$ cat src/rtl/serial_rx_box_if.sv
// Strobe/ack byte port of serial_rx_box together with its framing-error and overflow pulses.
interface serial_rx_box_if;
  logic       O_STB;
  logic [7:0] O_DATA;
  logic       O_ACK;
  logic       O_FERR;
  logic       O_OVF;

  modport master (output O_STB, output O_DATA, input O_ACK, output O_FERR, output O_OVF);
  modport slave  (input O_STB, input O_DATA, output O_ACK, input O_FERR, input O_OVF);
endinterface

$ cat src/rtl/serial_rx_box.sv
// serial_rx_box: 8N1 UART receiver, 8 ticks per bit, FIFO presented on a strobe/ack port.
// Build option SERIAL_RX_MAJORITY_EN: each bit decided by a 2-of-3 vote over ticks 3..5.
module serial_rx_box #(
  parameter int FIFO_DEPTH = 32
) (
  input  logic            CLK,
  input  logic            RST,
  input  logic            I_RxD,
  input  logic [15:0]     CFG_CLK_DIV,
  serial_rx_box_if.master bus
);
  localparam int AW = (FIFO_DEPTH > 1) ? $clog2(FIFO_DEPTH) : 1;

  typedef enum logic [2:0] {
    S_IDLE  = 3'd0,
    S_START = 3'd1,
    S_DATA  = 3'd2,
    S_STOP  = 3'd3,
    S_BREAK = 3'd4
  } state_t;

  logic        r_sync1, r_sync2, r_rxs_d;
  logic [1:0]  r_warm;
  state_t      r_state;
  logic [15:0] r_div, r_sc_cntl;
  logic [2:0]  r_sc_cnth, r_bitn;
  logic [7:0]  r_sh, r_push_data;
  logic        r_push, r_ferr;
  logic        w_rxs, w_fall, w_tick, w_bit_end, w_samp_pt, w_samp;
  logic [15:0] w_div;

  assign w_rxs     = r_sync2;
  assign w_fall    = r_rxs_d & ~r_sync2;
  assign w_div     = (CFG_CLK_DIV == 16'd0) ? 16'd1 : CFG_CLK_DIV;
  assign w_tick    = (r_sc_cntl == r_div);
  assign w_bit_end = w_tick && (r_sc_cnth == 3'd7);

  // The edge register is held low for two clocks after reset so a line already low never counts as a start edge.
  always_ff @(posedge CLK or posedge RST) begin
    if (RST) begin
      r_sync1 <= 1'b1;
      r_sync2 <= 1'b1;
      r_rxs_d <= 1'b0;
      r_warm  <= 2'd0;
    end else begin
      r_sync1 <= I_RxD;
      r_sync2 <= r_sync1;
      if (r_warm != 2'd2) begin
        r_warm  <= r_warm + 2'd1;
        r_rxs_d <= 1'b0;
      end else begin
        r_rxs_d <= r_sync2;
      end
    end
  end

`ifdef SERIAL_RX_MAJORITY_EN
  logic [1:0] r_maj;

  function automatic logic maj3(input logic a, input logic b, input logic c);
    return (a & b) | (a & c) | (b & c);
  endfunction

  assign w_samp_pt = w_tick && (r_sc_cnth == 3'd4);
  assign w_samp    = maj3(r_maj[1], r_maj[0], w_rxs);

  // Ticks 3 and 4 are captured here; tick 5 is taken live at the decision point.
  always_ff @(posedge CLK or posedge RST) begin
    if (RST) begin
      r_maj <= 2'b11;
    end else if (w_tick && ((r_sc_cnth == 3'd2) || (r_sc_cnth == 3'd3))) begin
      r_maj <= {r_maj[0], w_rxs};
    end
  end
`else
  assign w_samp_pt = w_tick && (r_sc_cnth == 3'd3);
  assign w_samp    = w_rxs;
`endif

  always_ff @(posedge CLK or posedge RST) begin
    if (RST) begin
      r_state     <= S_IDLE;
      r_div       <= 16'd1;
      r_sc_cntl   <= 16'd1;
      r_sc_cnth   <= 3'd0;
      r_bitn      <= 3'd0;
      r_sh        <= 8'h00;
      r_push      <= 1'b0;
      r_push_data <= 8'h00;
      r_ferr      <= 1'b0;
    end else begin
      r_push <= 1'b0;
      r_ferr <= 1'b0;
      if (w_tick) begin
        r_sc_cntl <= 16'd1;
        r_sc_cnth <= r_sc_cnth + 3'd1;
      end else begin
        r_sc_cntl <= r_sc_cntl + 16'd1;
      end
      case (r_state)
        S_IDLE: begin
          r_div     <= w_div;
          r_sc_cntl <= 16'd1;
          r_sc_cnth <= 3'd0;
          if (w_fall) r_state <= S_START;
        end
        S_START: begin
          if (w_samp_pt && w_samp) begin
            r_state <= S_IDLE;
          end else if (w_bit_end) begin
            r_state <= S_DATA;
            r_bitn  <= 3'd0;
          end
        end
        S_DATA: begin
          if (w_samp_pt) r_sh <= {w_samp, r_sh[7:1]};
          if (w_bit_end) begin
            r_bitn <= r_bitn + 3'd1;
            if (r_bitn == 3'd7) r_state <= S_STOP;
          end
        end
        // Leaving at mid-stop-bit gives half a bit of slack for baud drift.
        S_STOP: begin
          if (w_samp_pt) begin
            if (w_samp) begin
              r_push      <= 1'b1;
              r_push_data <= r_sh;
              r_state     <= S_IDLE;
            end else begin
              r_ferr  <= 1'b1;
              r_state <= S_BREAK;
            end
          end
        end
        S_BREAK: begin
          if (w_rxs) r_state <= S_IDLE;
        end
        default: r_state <= S_IDLE;
      endcase
    end
  end

  logic [7:0]    r_mem [FIFO_DEPTH];
  logic [AW-1:0] r_rd, r_wr, w_rd_nx;
  logic [AW:0]   r_cnt, w_cnt_nx;
  logic [7:0]    r_data, w_head_nx;
  logic          r_stb, r_ovf, w_pop, w_full, w_wr_en, w_ovf;

  assign w_pop   = r_stb & bus.O_ACK;
  assign w_full  = (r_cnt == (AW+1)'(FIFO_DEPTH));
  assign w_wr_en = r_push & (~w_full | w_pop);
  assign w_ovf   = r_push & w_full & ~w_pop;
  assign w_rd_nx = w_pop ? (r_rd + AW'(1)) : r_rd;

  always_comb begin
    w_cnt_nx = r_cnt;
    if (w_wr_en && !w_pop) begin
      w_cnt_nx = r_cnt + (AW+1)'(1);
    end else if (!w_wr_en && w_pop) begin
      w_cnt_nx = r_cnt - (AW+1)'(1);
    end else begin
      w_cnt_nx = r_cnt;
    end
  end

  // A byte written into the slot that becomes the head this cycle bypasses the array.
  always_comb begin
    w_head_nx = r_data;
    if (w_cnt_nx == (AW+1)'(0)) begin
      w_head_nx = r_data;
    end else if (w_wr_en && (w_rd_nx == r_wr)) begin
      w_head_nx = r_push_data;
    end else begin
      w_head_nx = r_mem[w_rd_nx];
    end
  end

  always_ff @(posedge CLK) begin
    if (w_wr_en) r_mem[r_wr] <= r_push_data;
  end

  always_ff @(posedge CLK or posedge RST) begin
    if (RST) begin
      r_rd   <= {AW{1'b0}};
      r_wr   <= {AW{1'b0}};
      r_cnt  <= {(AW+1){1'b0}};
      r_stb  <= 1'b0;
      r_data <= 8'h00;
      r_ovf  <= 1'b0;
    end else begin
      if (w_wr_en) r_wr <= r_wr + AW'(1);
      r_rd   <= w_rd_nx;
      r_cnt  <= w_cnt_nx;
      r_stb  <= (w_cnt_nx != (AW+1)'(0));
      r_data <= w_head_nx;
      r_ovf  <= w_ovf;
    end
  end

  assign bus.O_STB  = r_stb;
  assign bus.O_DATA = r_data;
  assign bus.O_FERR = r_ferr;
  assign bus.O_OVF  = r_ovf;
endmodule

$ cat src/flat_wrapper.sv
// flat-port wrapper written by rule: the top's interface ports become plain ports
module serial_rx_box_flat 
#(
  parameter int FIFO_DEPTH = 32
)
  (CLK, RST, I_RxD, CFG_CLK_DIV, bus_O_STB, bus_O_DATA, bus_O_ACK, bus_O_FERR, bus_O_OVF);
  serial_rx_box_if bus_i ();
  input  logic CLK;
  input  logic RST;
  input  logic I_RxD;
  input  logic [15:0] CFG_CLK_DIV;
  output wire logic [$bits(bus_i.O_STB)-1:0] bus_O_STB;
  output wire logic [$bits(bus_i.O_DATA)-1:0] bus_O_DATA;
  input wire logic [$bits(bus_i.O_ACK)-1:0] bus_O_ACK;
  output wire logic [$bits(bus_i.O_FERR)-1:0] bus_O_FERR;
  output wire logic [$bits(bus_i.O_OVF)-1:0] bus_O_OVF;
  assign bus_O_STB = bus_i.O_STB;
  assign bus_O_DATA = bus_i.O_DATA;
  assign bus_i.O_ACK = bus_O_ACK;
  assign bus_O_FERR = bus_i.O_FERR;
  assign bus_O_OVF = bus_i.O_OVF;
  serial_rx_box #(.FIFO_DEPTH(FIFO_DEPTH)) u_core (.CLK(CLK), .RST(RST), .I_RxD(I_RxD), .CFG_CLK_DIV(CFG_CLK_DIV), .bus(bus_i));
endmodule
$ cat config.mk
export PLATFORM = sky130hd
export DESIGN_NAME = serial_rx_box_flat
export DESIGN_NICKNAME = d
export VERILOG_FILES = /design/src/rtl/serial_rx_box_if.sv /design/src/rtl/serial_rx_box.sv /design/src/flat_wrapper.sv
export SDC_FILE = /design/constraint.sdc
export NUM_CORES = 1
export LEC_CHECK = 0
export BUFFER_PORTS_ARGS = -buffer_cell sky130_fd_sc_hd__buf_2
export CORE_MARGIN = 2
export CORE_UTILIZATION = 30
export CTS_CLUSTER_SIZE = 8
export DETAILED_ROUTE_END_ITERATION = 6
export GPL_ROUTABILITY_DRIVEN = 0
export HOLD_SLACK_MARGIN = 0.06
export PLACE_DENSITY_LB_ADDON = 0.1
export SLEW_MARGIN = 20
export SYNTH_ARGS = -nofsm -noshare
export SYNTH_HDL_FRONTEND = slang
export SYNTH_SLANG_ARGS = --single-unit
$ cat constraint.sdc
create_clock -name CLK -period 2.3 [get_ports CLK]
set_clock_uncertainty 0.05 [all_clocks]
set_input_delay 0.115 -clock CLK [delete_from_list [all_inputs] [get_ports CLK]]
set_output_delay 0.115 -clock CLK [all_outputs]
set_load 0.1 [all_outputs]
==> results.txt, run 1 <==
First-pass DRT Iterations = 5
Post-synth top flop = edfxtp_1
Core ar. = 0.0477 mm2
antenna cells = 0
Netlist cell types = 66
via count = 9372
commonest non-fill, non-tap cell in the layout = edfxtp_1
grt ovf = 0
Post-Syn Area = 0.0145 mm2
CTS Buffer Depth = 3
Initial DRC Count = 574
Port Buffer Count = 30
slew margin rel. = 42.5%
Fillers = 4419
first-pass GRT wire length = 62.2 mm
leak pwr = 7.96 nW
WS Path Type = flop to flop
Hold Crit Class = input pin to flop
Clock Latency Late Sink = 0.58 ns
top cells by area, synth = edfxtp_1 53%, dfrtp_1 15%, mux2i_1 4.7%, nand2_1 4.1%, a32oi_1 3.7%
Tmin final = 2.41 ns
# DRC = 0
Least-Margin Pin Slew = 0.863 ns
Max VDD drop = 0.000493 V
Hold Fails Final Rpt = 0
syn nets = 1076
wire per inst = 21.6 um
Antenna Nets Post-Route = 0
Seq/Total Area, Yosys = 68.5%
fmax = 415 MHz
Final WS setup = -0.108 ns
reg-to-reg slack, setup = -0.11 ns
hold_ws = 0.131 ns
CTS tree = yes
failing checks = negative setup slack
Post-Syn Area per Cell = 13.9 um2
initial antenna violation count = 2
largest net degree at the start of global routing = 34
Worst Path Arrival = 2.82 ns
power per cell area = 756 mW/mm2
Worst Path Max Fanout = 8
post-place setup slack = -0.236 ns
RSZ-0062 raised after global routing = true
total of max-cap violations = 0
synth-to-layout area growth = 32.9%
Critical Path RT = 2.71 ns
clock sink total = 346
Ys Warns = 0
gr usage total = 16.8%
Final nets = 1292
Cells after Synth = 1042
Critical Path Sink Type = flop
clock slew at reported path FFs = 0.06 ns
Post-synth EDFFs = 256
FP Rows = 80
Finish-stage setup viols = 8
Synth area leader = edfxtp_1
Startpoint Class = flop
Initial Util = 30.4%
final wirelength = 41.3 mm
synthesis-stage register bit count = 346
# IOs = 31
ys async rst share = 26.0%
commonest cells after routing, fill and taps aside = 256 x edfxtp_1, 154 x nand2_1, 116 x buf_4
Synth top area share = 53.0%
post-DR vias/cell = 4.90
outcome = finished with violations
Slew Limit Fails = 0
vias in the first global route = 9540
# H-tree levels = 2
clock root buffer = clkbuf_16
HPWL Detailed = 26.3 mm
Final Cycle Share = 105%
Die H = 224 um
layout cells sized above 1 = 31.1%
Die Wd = 224 um
DIE AREA = 0.0501 mm2
CTS Buf Count = 49
==> layer usage <==
metal | up-vias | track usage (%) | wire length (um)
li1 | 4372 | - | -
met5 | - | 0 | 13
met3 | 69 | 3.54 | 2040
met2 | 194 | 25.6 | 18800
met1 | 4735 | 23.9 | 19400
met4 | 2 | 4.92 | 1000
==> state kept, by name, indices dropped and copies added (netlist names), 2 cells and up <==
register            flops
u_core.r_div           16
u_core.r_rd             5
u_core.r_sc_cntl       16
u_core.r_cnt            6
u_core.r_mem          256
u_core.r_sc_cnth        3
u_core.r_warm           2
u_core.r_wr             5
u_core.r_bitn           3
u_core.bus.O_DATA       8
u_core.r_state          3
u_core.r_push_data      8
u_core.r_sh             8
==> repair_timing <==
action | 4_1_cts | 5_1_grt
pin swaps | 30 | 31
hold buffers | 20 | 0
setup buffers | 16 | 14
endpoints found under the setup margin | 172 | 166
endpoints found under the hold margin | 105 | 0
gates cloned | 5 | 2
resized for setup | 70 | 53
==> logic make-up (layout without fill, tap and decap cells) <==
group / count (synthesis) / after routing / share of synthesized area [%]
adder cells (fa/ha/maj): 14 / 14 / 1.21
multiplexers: 101 / 101 / 7.25
buffers and inverters: 69 / 325 / 2.07
AND/OR/NAND/NOR: 347 / 347 / 11.2
flip-flops: 346 / 346 / 68.5
XOR/XNOR: 47 / 47 / 2.84
AO/OA/AOI/OAI: 118 / 118 / 6.86
==> cell type report <==
| type | count | area (um2) | area share (%) |
|---|---|---|---|
| Multi-Input combinational cell | 627 | 4900 | 25.4 |
| Clock buffer | 90 | 1410 | 7.32 |
| Clock inverter | 1 | 16.3 | 0.0843 |
| Tap cell | 615 | 769 | 3.99 |
| Timing Repair Buffer | 217 | 2170 | 11.3 |
| Sequential cell | 346 | 9950 | 51.6 |
| Inverter | 17 | 72.6 | 0.376 |
==> where the power goes <==
| part | total (mW) | switching [mW] | internal, mW |
|---|---|---|---|
| sequential | 7.00 | 0.152 | 6.85 |
| clock | 6.75 | 2.67 | 4.08 |
| combinational | 0.835 | 0.373 | 0.462 |
| total | 14.6 | 3.20 | 11.4 |
==> critical path: stages (launching register included) <==
cell and delay, ns:
dfrtp_1 0.39, ha_2 0.27, nand3b_1 0.18, buf_4 0.16
o32ai_4 0.11, buf_12 0.17, bufbuf_16 0.27, a32oi_1 0.11
and3_1 0.21, nor4_2 0.26, o211ai_2 0.10
==> cell usage after synthesis, types with 3 or more instances <==
library cell	number
nor4_1	13
mux2_2	33
or3_1	3
xnor2_1	32
a21oi_1	12
nor2_1	69
o211ai_2	7
and3_1	35
nand2_1	159
inv_2	3
mux2i_1	68
dfrtp_1	86
clkbuf_1	27
edfxtp_1	256
ha_1	14
xor2_1	15
o21ai_0	8
nand3_1	24
buf_2	21
o22ai_1	3
a311oi_1	3
inv_1	14
nand4_1	9
dfstp_2	4
a32oi_1	62
nand3b_1	5
and2_1	7
==> final timing paths <==
path                                     startpoint                                to  depth (start not counted)
setup / recovery           u_core.r_rd[0]$_DFF_PP0_  u_core.bus.O_DATA[3]$_DFFE_PP0P_                         10
hold / removal                                I_RxD          u_core.r_sync1$_DFF_PP1_                          2
setup reg to reg           u_core.r_rd[0]$_DFF_PP0_  u_core.bus.O_DATA[3]$_DFFE_PP0P_                         10
hold reg to reg            u_core.r_sync1$_DFF_PP1_          u_core.r_sync2$_DFF_PP1_                          0
max in group asynchronous                       RST          u_core.r_sync1$_DFF_PP1_                          5
min in group asynchronous                       RST         u_core.r_cnt[0]$_DFF_PP0_                          4
==> through the flow <==
| stage | util, % | total power, mW | cell area, um2 | cells | setup TNS (ns) |
|---|---|---|---|---|---|
| finish | 40.4 | 14.6 | 19300 | 1913 | -0.667 |
| detailed placement | 34.9 | 7.91 | 16700 | 1767 | -11.11 |
| global placement | 34.9 | 7.90 | 16700 | 1767 | -9.94 |
| CTS | 39.5 | 14.8 | 18900 | 1897 | -0.907 |
| floorplan | - | 7.66 | 14700 | 1042 | -27.85 |
| global route | 40.4 | 15.2 | 19300 | 1913 | -1.94 |
Power figures use the tool's default switching activity.
==> inputs of run 2 (changes only) <==
--- a/config.mk
+++ b/config.mk
@@ -13,6 +13,7 @@
 export GPL_ROUTABILITY_DRIVEN = 0
 export HOLD_SLACK_MARGIN = 0.06
 export PLACE_DENSITY_LB_ADDON = 0.1
+export SETUP_SLACK_MARGIN = 0.1
 export SLEW_MARGIN = 20
 export SYNTH_ARGS = -nofsm -noshare
 export SYNTH_HDL_FRONTEND = slang
==> run 2 against run 1 <==
- the run still ends with negative setup slack left
- sequential share of layout area rose by 0.074 points
- critical path depth unchanged
- register-to-register slack worse by 0.095 ns
- total power grew 0.24%
- fmax down 3.8%
- largest power group unchanged
==> results.txt, run 2 (same netlist as run 1, synthesis figures left out) <==
CP Buf/Inv Count = 3 (unchanged)
leak pwr = 8.01 nW (was 7.96 nW)
Fillers = 4417 (was 4419)
Final WS setup = -0.203 ns (was -0.108 ns)
Hold Fails Final Rpt = 0 (unchanged)
setup_tns = -10.43 ns (was -0.667 ns)
synth-to-layout area growth = 32.7% (was 32.9%)
number of flip-flops in the largest register = 256 (unchanged)
# IOs = 31 (unchanged)
power per cell area = 759 mW/mm2 (was 756 mW/mm2)
Die H = 224 um (unchanged)
CTS Buf Count = 49 (unchanged)
CTS Buffer Depth = 3 (unchanged)
fmax = 399 MHz (was 415 MHz)
Setup crit start = u_core.r_rd[0]$_DFF_PP0_ (unchanged)
layout cells sized above 1 = 29.9% (was 31.1%)
Register Area = 0.00995 mm2 (about the same)
R2R Path Start = u_core.r_rd[0]$_DFF_PP0_ (unchanged)
slowest CP cell = dfrtp_1 (unchanged)
Critical Path Sink Type = flop (unchanged)
R2R depth = 10 (unchanged)
Critical Path RT = 2.69 ns (was 2.71 ns)
Largest regs = u_core.r_mem (256), u_core.r_div (16), u_core.r_sc_cntl (16) (unchanged)
Hold Crit Class = input pin to flop (unchanged)
Worst Path Arrival = 2.89 ns (was 2.82 ns)
fin cells = 1902 (was 1913)
final wirelength = 41.6 mm (was 41.3 mm)
Tmin final = 2.50 ns (was 2.41 ns)
slew margin rel. = 54.7% (was 42.5%)
Hold Path Cell Cnt = 4 (was 2)
HPWL Detailed = 26.9 mm (was 26.3 mm)
Finish-stage setup viols = 264 (was 8)
post-place setup slack = -0.342 ns (was -0.236 ns)
hold_ws = 0.0907 ns (was 0.131 ns)
Clock Latency Late Sink = 0.59 ns (was 0.58 ns)
WP depth = 10 (unchanged)
initial antenna violation count = 0 (was 2)
first-pass GRT wire length = 62.0 mm (was 62.2 mm)
grt ovf = 0 (unchanged)
# DRC = 0 (unchanged)
total placed cells including tap cells = 1754 (was 1767)
Initial DRC Count = 722 (was 574)
Final Cycle Share = 109% (was 105%)
Least-Margin Pin Slew = 0.677 ns (was 0.863 ns)
commonest cells after routing, fill and taps aside = 256 x edfxtp_1, 152 x nand2_1, 95 x buf_4 (was 256 x edfxtp_1, 154 x nand2_1, 116 x buf_4)
Startpoint Class = flop (unchanged)
post-DR vias/cell = 4.90 (about the same)
total of max-cap violations = 0 (unchanged)
cell family with most CP delay = compound AO/OA/AOI/OAI gates (was simple AND/OR/NAND/NOR gates)
reg-to-reg slack, setup = -0.20 ns (was -0.11 ns)
Worst path max stage delay = 0.41 ns (was 0.39 ns)
CTS tree = yes (unchanged)
hold_sp = bus_O_ACK (was I_RxD)
Final nets = 1280 (was 1292)
vias in the first global route = 9535 (was 9540)
commonest non-fill, non-tap cell in the layout = edfxtp_1 (unchanged)
Die Wd = 224 um (unchanged)
Max VDD drop = 0.000637 V (was 0.000493 V)
worst-path cell chain = ha_1 -> nand3b_1 -> o32ai_4 -> buf_12 -> buf_12 -> buf_4 -> a32oi_1 -> and3_1 -> a311oi_2 -> a21oi_1 (was ha_2 -> nand3b_1 -> buf_4 -> o32ai_4 -> buf_12 -> bufbuf_16 -> a32oi_1 -> and3_1 -> nor4_2 -> o211ai_2)
Final Instance Area = 0.0193 mm2 (about the same)
WS Path Type = flop to flop (unchanged)
DIE AREA = 0.0501 mm2 (unchanged)
clock sink total = 346 (unchanged)
outcome = finished with violations (unchanged)
Placed Instance Area = 0.0168 mm2 (was 0.0167 mm2)
clock slew at reported path FFs = 0.05 ns (was 0.06 ns)
RSZ-0062 raised after global routing = true (unchanged)
Core ar. = 0.0477 mm2 (unchanged)
FP Rows = 80 (unchanged)
wire per inst = 21.9 um (was 21.6 um)
clock root buffer = clkbuf_16 (unchanged)
most used cell, CP = buf_12
most flop-heavy register = u_core.r_mem (unchanged)
First-pass DRT Iterations = 6 (was 5)
gr usage total = 16.7% (was 16.8%)
Slew Limit Fails = 0 (unchanged)
Worst Path Max Fanout = 8 (unchanged)
Initial Util = 30.4% (unchanged)
failing checks = negative setup slack (unchanged)
largest net degree at the start of global routing = 77 (was 34)
Antenna Nets Post-Route = 0 (unchanged)
# H-tree levels = 2 (unchanged)
via count = 9316 (was 9372)
area of the multi-input gates = 0.00487 mm2 (was 0.00490 mm2)
Port Buffer Count = 30 (unchanged)
[run 2: final cells by class]
cell class	instances	area share [%]
sequential	346	51.6
clock inverter	4	0.253
inverter	17	0.351
multi-input combinational	627	25.3
timing repair buffer	205	11.4
antenna	1	0.0130
tap	615	4.00
clock buffer	87	7.11
[run 2: layer usage]
metal	GRT usage, %	part of all wire [%]	up-vias
met3	3.29	5.2	70
met4	5.42	2.7	0
li1	-	-	4335
met2	27.0	48	211
met5	0	0	-
met1	22.5	44	4700
[run 2: final timing paths]
kind	end
min	u_core.r_rd[1]$_DFF_PP0_
min in group asynchronous	u_core.bus.O_DATA[2]$_DFFE_PP0P_
max reg2reg	u_core.bus.O_DATA[7]$_DFFE_PP0P_
max	u_core.bus.O_DATA[7]$_DFFE_PP0P_
max in group asynchronous	u_core.r_sync1$_DFF_PP1_
min reg2reg	u_core.r_sync2$_DFF_PP1_
[run 2: timing repair]
item,in CTS,in global routing
hold buffers,20,0
endpoints found under the hold margin,104,0
resized for setup,35,48
buffers inserted,14,18
gates cloned,2,2
setup endpoints to repair,286,298
pin swaps,18,40
[run 2: tightest hold or removal path: cells and delay by family]
family	cells	cell delay [ns]
buf+inv	2	0.20
simple gates	1	0.24
compound gates	1	0.12
[run 2: report_power, final]
group | switching [mW] | internal [mW] | leakage [nW]
sequential | 0.159 | 6.85 | 4.16
combinational | 0.395 | 0.502 | 3.18
clock | 2.73 | 3.99 | 0.667
[run 2: through the flow]
stage | power (mW) | util (%)
2_1_floorplan | 7.66 | -
4_1_cts | 14.7 | 39.2
5_1_grt | 15.2 | 40.3
6_report | 14.6 | 40.3
3_3_place_gp | 7.88 | 35.2
3_5_place_dp | 7.89 | 35.2
==> inputs of run 3 (changes only) <==
--- a/config.mk
+++ b/config.mk
@@ -13,6 +13,7 @@
 export GPL_ROUTABILITY_DRIVEN = 0
 export HOLD_SLACK_MARGIN = 0.06
 export PLACE_DENSITY_LB_ADDON = 0.1
+export REMOVE_ABC_BUFFERS = 1
 export SETUP_SLACK_MARGIN = 0.1
 export SLEW_MARGIN = 20
 export SYNTH_ARGS = -nofsm -noshare
==> run 3 against run 2 <==
- the run still ends with negative setup slack left
- core utilization is 0.20 points lower
- combinational power is 7.6% lower
- setup slack better by 0.044 ns
- register-to-register slack better by 0.04 ns
- worst hold slack worse by 0.0027 ns
- cell count is 0.68% higher
- critical endpoint is now u_core.bus.O_DATA[1]$_DFFE_PP0P_
==> results.txt, run 3 (same netlist as run 1, synthesis figures left out) <==
Final WS setup = -0.160 ns (was -0.203 ns)
WS Path Type = flop to flop (unchanged)
Finish-stage setup viols = 14 (was 264)
slew margin rel. = 41.5% (was 54.7%)
Tmin final = 2.46 ns (was 2.50 ns)
First-pass DRT Iterations = 5 (was 6)
hold_ws = 0.0880 ns (was 0.0907 ns)
post-place setup slack = -0.323 ns (was -0.342 ns)
Worst Path Max Fanout = 8 (unchanged)
clock slew at reported path FFs = 0.05 ns (about the same)
Port Buffer Count = 30 (unchanged)
Least-Margin Pin Slew = 0.878 ns (was 0.677 ns)
post-DR vias/cell = 4.82 (was 4.90)
antenna cells = 0 (was 1)
Initial Util = 30.4% (unchanged)
grt ovf = 0 (unchanged)
clock sink total = 346 (unchanged)
clock root buffer = clkbuf_16 (unchanged)
initial antenna violation count = 1 (was 0)
Initial DRC Count = 461 (was 722)
Finished Core Util = 40.1% (was 40.3%)
FP Rows = 80 (unchanged)
outcome = finished with violations (unchanged)
Final nets = 1294 (was 1280)
via count = 9235 (was 9316)
fmax = 407 MHz (was 399 MHz)
Max VDD drop = 0.000510 V (was 0.000637 V)
vias in the first global route = 9462 (was 9535)
Startpoint Class = flop (unchanged)
largest net degree at the start of global routing = 38 (was 77)
commonest cells after routing, fill and taps aside = 256 x edfxtp_1, 158 x nand2_1, 115 x buf_4 (was 256 x edfxtp_1, 152 x nand2_1, 95 x buf_4)
most flop-heavy register = u_core.r_mem (unchanged)
combinational share of power = 5.7% (was 6.1%)
Slew Limit Fails = 0 (unchanged)
Cell Int Power = 11.3 mW (about the same)
net switching power = 3.26 mW (was 3.28 mW)
Final Instance Area = 0.0192 mm2 (was 0.0193 mm2)
Fillers = 4434 (was 4417)
CTS tree = yes (unchanged)
RSZ-0062 raised after global routing = true (unchanged)
total power draw = 14.6 mW (about the same)
leak pwr = 8.01 nW (about the same)
setup_tns = -1.41 ns (was -10.43 ns)
Placed Instance Area = 0.0166 mm2 (was 0.0168 mm2)
failing checks = negative setup slack (unchanged)
synth-to-layout area growth = 32.1% (was 32.7%)
final wirelength = 40.1 mm (was 41.6 mm)
Die Wd = 224 um (unchanged)
wire per inst = 20.9 um (was 21.9 um)
power per cell area = 759 mW/mm2 (about the same)
gr usage total = 16.0% (was 16.7%)
number of flip-flops in the largest register = 256 (unchanged)
Antenna Nets Post-Route = 0 (unchanged)
Critical Path RT = 2.72 ns (was 2.69 ns)
# H-tree levels = 2 (unchanged)
Final Cycle Share = 107% (was 109%)
# DRC = 0 (unchanged)
Largest regs = u_core.r_mem (256), u_core.r_div (16), u_core.r_sc_cntl (16) (unchanged)
Die H = 224 um (unchanged)
Critical Path Sink Type = flop (unchanged)
first-pass GRT wire length = 59.6 mm (was 62.0 mm)
CTS Buffer Depth = 3 (unchanged)
commonest non-fill, non-tap cell in the layout = edfxtp_1 (unchanged)
Sw Share = 22.4% (about the same)
DIE AREA = 0.0501 mm2 (unchanged)
Hold Crit Class = input pin to asynchronous set/reset pin (was input pin to flop)
Core ar. = 0.0477 mm2 (unchanged)
layout cells sized above 1 = 29.5% (was 29.9%)
total of max-cap violations = 0 (unchanged)
fin cells = 1915 (was 1902)
# IOs = 31 (unchanged)
Clk network pwr share = 46.1% (was 46.0%)
Hold Fails Final Rpt = 0 (unchanged)
total placed cells including tap cells = 1770 (was 1754)
Seq pwr share = 48.2% (was 47.9%)
CTS Buf Count = 49 (unchanged)
Worst Path Arrival = 2.88 ns (was 2.89 ns)
HPWL Detailed = 25.5 mm (was 26.9 mm)
Clock Latency Late Sink = 0.58 ns (was 0.59 ns)
-- run 3: cell count changes in the layout (fill, tap and decap cells not counted), moves of 3 or more --
cell     previous run  this run
buf_12             44        32
nor2_1             28        36
nand2_4             5         1
buf_4              95       115
nor4_2              7         4
and3_1             33        28
mux2_2             23        20
and3_2              0         3
buf_6              11        19
mux2_4             10        13
nor2_2              6         0
nor4_4              3         6
nand2_1           152       158
-- run 3: cell type report --
class	count	area, um2	area share, %
inverters	17	71.3	0.372
well taps	615	769	4.02
clock buffers	87	1370	7.14
flip-flops and latches	346	9940	51.9
multi-input cells	627	4800	25.0
repair buffers	219	2170	11.3
clock inverters	4	45.0	0.235
-- run 3: power groups by stage --
stage	logic (mW)	registers (mW)	clock network [mW]
final	0.829	7.01	6.71
after global routing	0.928	7.04	7.16
after CTS	0.847	7.02	6.91
after detailed placement	0.798	7.13	0
after global placement	0.797	7.13	0
after floorplan	0.561	7.08	0
-- run 3: layer usage --
metal	share of wire, %	GRT usage (%)	up-vias
met1	47	22.1	4644
met2	47	25.5	156
li1	-	-	4370
met3	4.2	3.32	65
met5	0	0	-
met4	2.0	4.92	0
-- run 3: path summary, 6_finish.rpt --
path                            depth (start not counted)                     start                                to  slack [ns]
worst max-delay path                                   10  u_core.r_rd[1]$_DFF_PP0_  u_core.bus.O_DATA[1]$_DFFE_PP0P_       -0.16
worst min-delay path                                    3                       RST        u_core.bus.O_OVF$_DFF_PP0_        0.09
worst max register to register                         10  u_core.r_rd[1]$_DFF_PP0_  u_core.bus.O_DATA[1]$_DFFE_PP0P_       -0.16
worst min register to register                          0  u_core.r_sync1$_DFF_PP1_          u_core.r_sync2$_DFF_PP1_        0.30
max in group asynchronous                               4                       RST        u_core.r_wr[4]$_DFFE_PP0P_        1.39
min in group CLK                                        5                 bus_O_ACK          u_core.r_rd[2]$_DFF_PP0_        0.10
-- run 3: repair_timing --
action / in CTS / in global routing
endpoints found under the setup margin: 286 / 254
gates resized for setup: 111 / 37
pin swaps: 15 / 29
cloned: 1 / 3
hold endpoints to repair: 104 / 0
hold buffers: 18 / 0
setup buffers: 13 / 21
-- run 3: worst max-delay path: stages, from the launching register on --
cell      delay [ns]
dfrtp_1         0.38
ha_1            0.30
nand3b_1        0.19
buf_6           0.15
o32ai_4         0.17
buf_12          0.17
buf_4           0.18
a32oi_1         0.18
and3_1          0.28
nor4_4          0.17
o211ai_2        0.11
